===== src/rtl/ifns_11di_serial_encoder.sv =====
// Serial IFNS encoder: 11-bit binary in, 16-bit IFNS codeword out, one bit per clock MSB-first.
// Optional self-check of the finished codeword is enabled by defining IFNS_ENC_SELFCHECK_EN.
module ifns_11di_serial_encoder (
  input  logic        clk,
  input  logic        rst_n,
  input  logic        in_valid,
  output logic        in_ready,
  input  logic [10:0] din,
  output logic        out_valid,
  input  logic        out_ready,
  output logic [15:0] dout,
  output logic        err
);

  typedef enum logic [1:0] {
    IDLE = 2'd0,
    CALC = 2'd1,
    DONE = 2'd2
  } state_e;

  state_e      state_q, state_d;
  logic [10:0] rem_q, rem_d;
  logic [3:0]  idx_q, idx_d;
  logic [15:0] cw_q, cw_d;
  logic [10:0] w_cur;

  function automatic logic [10:0] weight(input logic [3:0] i);
    case (i)
      4'd15:   weight = 11'd1597;
      4'd14:   weight = 11'd610;
      4'd13:   weight = 11'd377;
      4'd12:   weight = 11'd233;
      4'd11:   weight = 11'd144;
      4'd10:   weight = 11'd89;
      4'd9:    weight = 11'd55;
      4'd8:    weight = 11'd34;
      4'd7:    weight = 11'd21;
      4'd6:    weight = 11'd13;
      4'd5:    weight = 11'd8;
      4'd4:    weight = 11'd5;
      4'd3:    weight = 11'd3;
      4'd2:    weight = 11'd2;
      default: weight = 11'd1;
    endcase
  endfunction

  always_comb begin
    state_d = state_q;
    rem_d   = rem_q;
    idx_d   = idx_q;
    cw_d    = cw_q;
    w_cur   = weight(idx_q);
    case (state_q)
      IDLE: begin
        if (in_valid) begin
          rem_d   = din;
          idx_d   = 4'd15;
          cw_d    = '0;
          state_d = CALC;
        end
      end
      CALC: begin
        // Greedy subtraction never underflows: only taken when rem >= weight.
        if (rem_q >= w_cur) begin
          cw_d[idx_q] = 1'b1;
          rem_d       = rem_q - w_cur;
        end
        if (idx_q == 4'd0) state_d = DONE;
        else               idx_d   = idx_q - 4'd1;
      end
      DONE: begin
        if (out_ready) state_d = IDLE;
      end
      default: state_d = IDLE;
    endcase
  end

  always_ff @(posedge clk) begin
    if (!rst_n) begin
      state_q <= IDLE;
      rem_q   <= '0;
      idx_q   <= '0;
      cw_q    <= '0;
    end else begin
      state_q <= state_d;
      rem_q   <= rem_d;
      idx_q   <= idx_d;
      cw_q    <= cw_d;
    end
  end

  assign in_ready  = (state_q == IDLE);
  assign out_valid = (state_q == DONE);
  assign dout      = out_valid ? cw_q : '0;

`ifdef IFNS_ENC_SELFCHECK_EN
  logic [10:0] din_q;
  logic [11:0] sum;
  logic        err_q;

  always_comb begin
    sum = '0;
    for (int unsigned i = 0; i < 16; i++) begin
      if (cw_q[i]) sum = sum + {1'b0, weight(4'(i))};
    end
  end

  always_ff @(posedge clk) begin
    if (!rst_n) begin
      din_q <= '0;
      err_q <= 1'b0;
    end else begin
      if (state_q == IDLE && in_valid) din_q <= din;
      // Sticky: once a codeword disagrees with its input, stay flagged until reset.
      if (state_q == DONE && (sum != {1'b0, din_q} || rem_q != '0)) err_q <= 1'b1;
    end
  end

  assign err = err_q;
`else
  assign err = 1'b0;
`endif

endmodule


===== config.mk =====
export PLATFORM = sky130hd
export DESIGN_NAME = ifns_11di_serial_encoder
export DESIGN_NICKNAME = d
export VERILOG_FILES = /design/src/rtl/ifns_11di_serial_encoder.sv
export SDC_FILE = /design/constraint.sdc
export NUM_CORES = 1
export LEC_CHECK = 0
export CORE_MARGIN = 2
export CORE_UTILIZATION = 55
export DETAILED_ROUTE_END_ITERATION = 16
export GPL_ROUTABILITY_DRIVEN = 1
export PLACE_DENSITY = 0.8
export SYNTH_ARGS = -nofsm -noshare
export SYNTH_HDL_FRONTEND = slang
export SYNTH_SLANG_ARGS = --single-unit

===== constraint.sdc =====
create_clock -name clk -period 3.4 [get_ports clk]
set_clock_uncertainty 0.1 [all_clocks]
set_input_delay 1.02 -clock clk [delete_from_list [all_inputs] [get_ports clk]]
set_output_delay 1.02 -clock clk [all_outputs]
set_load 0.02 [all_outputs]

==> summary.txt <==
Status
  • Status: complete, no violations

Power and ir drop
  • Worst vdd ir: 0.000378 V
  • PD cells: 579 nW/um^2
  • P_leak: 1.29 nW

Global routing
  • Total grt overflow: 0
  • Vias in the first global route: 2158
  • Largest net degree at the start of global routing: 20
  • Initial antenna violation count: 0
  • First-pass GRT wire length: 9.74 mm
  • GR Layer Usage met2: 0.389
  • Busiest layer in global routing: met2
  • Total GRT Usage: 0.238
  • Met3 GRT Util: 0.0394
  • Met1 Usage GRT: 0.316

Synthesis
  • Gate Count Post-Synth: 307
  • Top post-synthesis cells by area: dfxtp_1 35%, ha_1 11%, nor2_1 6.2%
  • Synth area leader: dfxtp_1
  • Synthesis Warnings: 0
  • Post-synth top flop: dfxtp_1
  • Async S/R FF share, synth: 0
  • Top-area cell type share of the netlist area: 0.349
  • FF+latch count, synth: 44
  • Sequential cell area fraction in the yosys report: 0.349
  • Post-synth cell types: 50
  • Syn_nets: 346
  • Mapped cell area: 2520 sq um
  • EDFF count, synth: 0
  • Syn Area/Cell: 8.22 sq um

Drt
  • Initial DRC count: 154
  • Via density: 5.66
  • Routed Antenna Nets: 0
  • Residual DRC: 0
  • Total wire length: 5.78 mm
  • DR pass1 iterations: 4
  • Vias: 2234
  • Avg WL per Cell: 14.6 um

Worst setup path
  • Slowest cell on crit path: clkdlybuf4s50_1
  • RR Startpoint: w_cur[3]
  • WS Path Type: flip-flop to primary output
  • CP Max Fanout: 18
  • Worst reg-to-reg path cell count: 9
  • Crit-path cells: nor2b_1 > buf_4 > and2_1 > clkdlybuf4s50_1
  • Crit Reg-Reg Endpoint: rem_q[10]
  • R2R setup slack: 0.53 ns
  • Slowest stage delay, CP: 0.60 ns
  • Crit path required time: 2.28 ns
  • Crit path arrival time: 1.93 ns
  • Crit start category: flip-flop
  • Crit path capture type: primary output

Timing
  • Unrepaired setup endpoints after global routing: no
  • Fmax: 328 MHz
  • Final period utilization: 0.897
  • Final Hold Viols: 0
  • Final setup TNS: 0 ns
  • Final setup fails: 0
  • Slew margin rel.: 0.606
  • Slew Viols, Final: 0
  • Min cycle time layout: 3.05 ns
  • Worst slew pin tran: 0.585 ns

Floorplan
  • Top Ports: 34
  • Die Wd: 71.8 um
  • Die Y: 71.8 um
  • CORE AREA: 4380 sq um
  • Row count: 24
  • Initial Utilization: 0.576
  • Die Footprint: 5150 sq um

Cells and area
  • Layout cells sized above 1: 0.0671
  • Area growth from synthesis to layout: 19.9%
  • Fin util: 0.691
  • Final #Nets: 381
  • # diodes: 0

Placed design
  • Post-DP HPWL: 4.18 mm
  • RePlAce Congestion: 0.894
  • Port Buf Inserts: 32

Hold path
  • Hold endpoint: cw_q[12]
  • Worst hold path class: flip-flop to flip-flop
  • Min-Delay Path Depth: 2
  • Min-delay src: cw_q[12]

Clocking
  • Post-cts sizing count: 0
  • Worst-path clk slew: 0.09 ns
  • Total CTS buffers: 5
  • Postcts setup bufs: 0
  • Clock latency on the worst-skew pair: 0.31 ns
  • H-tree levels: 2
  • CTS Hold Bufs: 0
  • Clk buf depth: 2
  • # clock sinks: 44
  • Clock root cell: clkbuf_8
  • CTS tree: done

Run
  • Max_cap viols: 0
[routing by layer]
layer	wire length, um	share of wire
met2	2720	0.47
met3	247	0.043
met4	110	0.019
met5	0	0
met1	2710	0.47
[worst max-delay path by stage]
stage	from	end	slack (ns)	cells past startpoint
CTS	state_q[1]	dout[13]	0.36	4
global placement	in_valid	w_cur[3]	0.27	11
global route	state_q[1]	dout[2]	0.25	4
floorplan	in_valid	w_cur[3]	0.86	10
detailed placement	in_valid	w_cur[2]	0.21	10
finish	state_q[1]	dout[2]	0.35	4
[registers in the layout (all words and copies together) (netlist names)]
signal	cells
idx_q	4
state_q	2
rem_q	11
cw_q	16
w_cur	11
[cell usage after synthesis, types with 6 or more instances]
| library cell | number |
|---|---|
| dfxtp_1 | 44 |
| nor2_1 | 42 |
| inv_1 | 25 |
| ha_1 | 23 |
| nand2_1 | 22 |
| and2_1 | 21 |
| a31oi_1 | 20 |
| a21oi_1 | 18 |
| a211oi_1 | 9 |
| o21ai_0 | 9 |
| clkbuf_1 | 7 |
| xnor2_1 | 6 |
[worst max-delay path: cells and delay by family (launching register included)]
family	cells	cell delay, ns
buffers and inverters	2	0.79
flip-flops	1	0.49
AND/OR/NAND/NOR	2	0.33
[metrics by stage]
step	area [sq um]	setup WS [ns]	total power, mW	cells	hold WS, ns
after CTS	3030	0.360	1.74	395	0.374
after floorplan	2520	0.864	1.16	307	0.328
after detailed placement	2910	0.211	1.32	387	0.354
final	3030	0.351	1.75	395	0.371
after global placement	2910	0.267	1.30	387	0.341
after global routing	3030	0.251	1.86	395	0.397
[logic make-up after synthesis]
| group | Yosys count | share of synthesized area |
|---|---|---|
| AND/OR/NAND/NOR | 114 | 0.225 |
| adder cells (fa/ha/maj) | 24 | 0.122 |
| buffers and inverters | 38 | 0.0629 |
| multiplexers | 5 | 0.0198 |
| XOR/XNOR | 7 | 0.0243 |
| other | 1 | 0.00149 |
| flip-flops | 44 | 0.349 |
| AO/OA/AOI/OAI | 74 | 0.196 |
[layout by cell type, fill, tap and decap left out, types with 2 or more instances in the layout]
cell type / count
a211oi_1: 9
a211oi_4: 2
a21o_1: 2
a21oi_1: 18
a31oi_1: 20
and2_1: 21
and3_1: 2
buf_4: 7
clkbuf_8: 5
clkdlybuf4s50_1: 32
dfxtp_1: 44
ha_1: 23
inv_1: 25
mux2i_1: 5
nand2_1: 22
nand2b_1: 3
nand2b_4: 2
nand3_1: 5
nand3b_1: 2
nor2_1: 42
nor2b_1: 5
nor3_1: 4
o211ai_1: 2
o21ai_0: 9
xnor2_1: 6
[cell type report]
cell class	count	area (sq um)
Tap cell	52	65.1
Fill cell	347	1360
Sequential cell	44	881
Timing Repair Buffer	39	373
Multi-Input combinational cell	225	1490
Clock buffer	5	68.8
Inverter	27	101
Clock inverter	3	46.3
[where the power goes]
group / switching [mW] / internal (mW)
combinational: 0.409 / 0.302
sequential: 0.0436 / 0.576
clock: 0.199 / 0.221
total: 0.652 / 1.10
(Power assumes the default switching activity.)
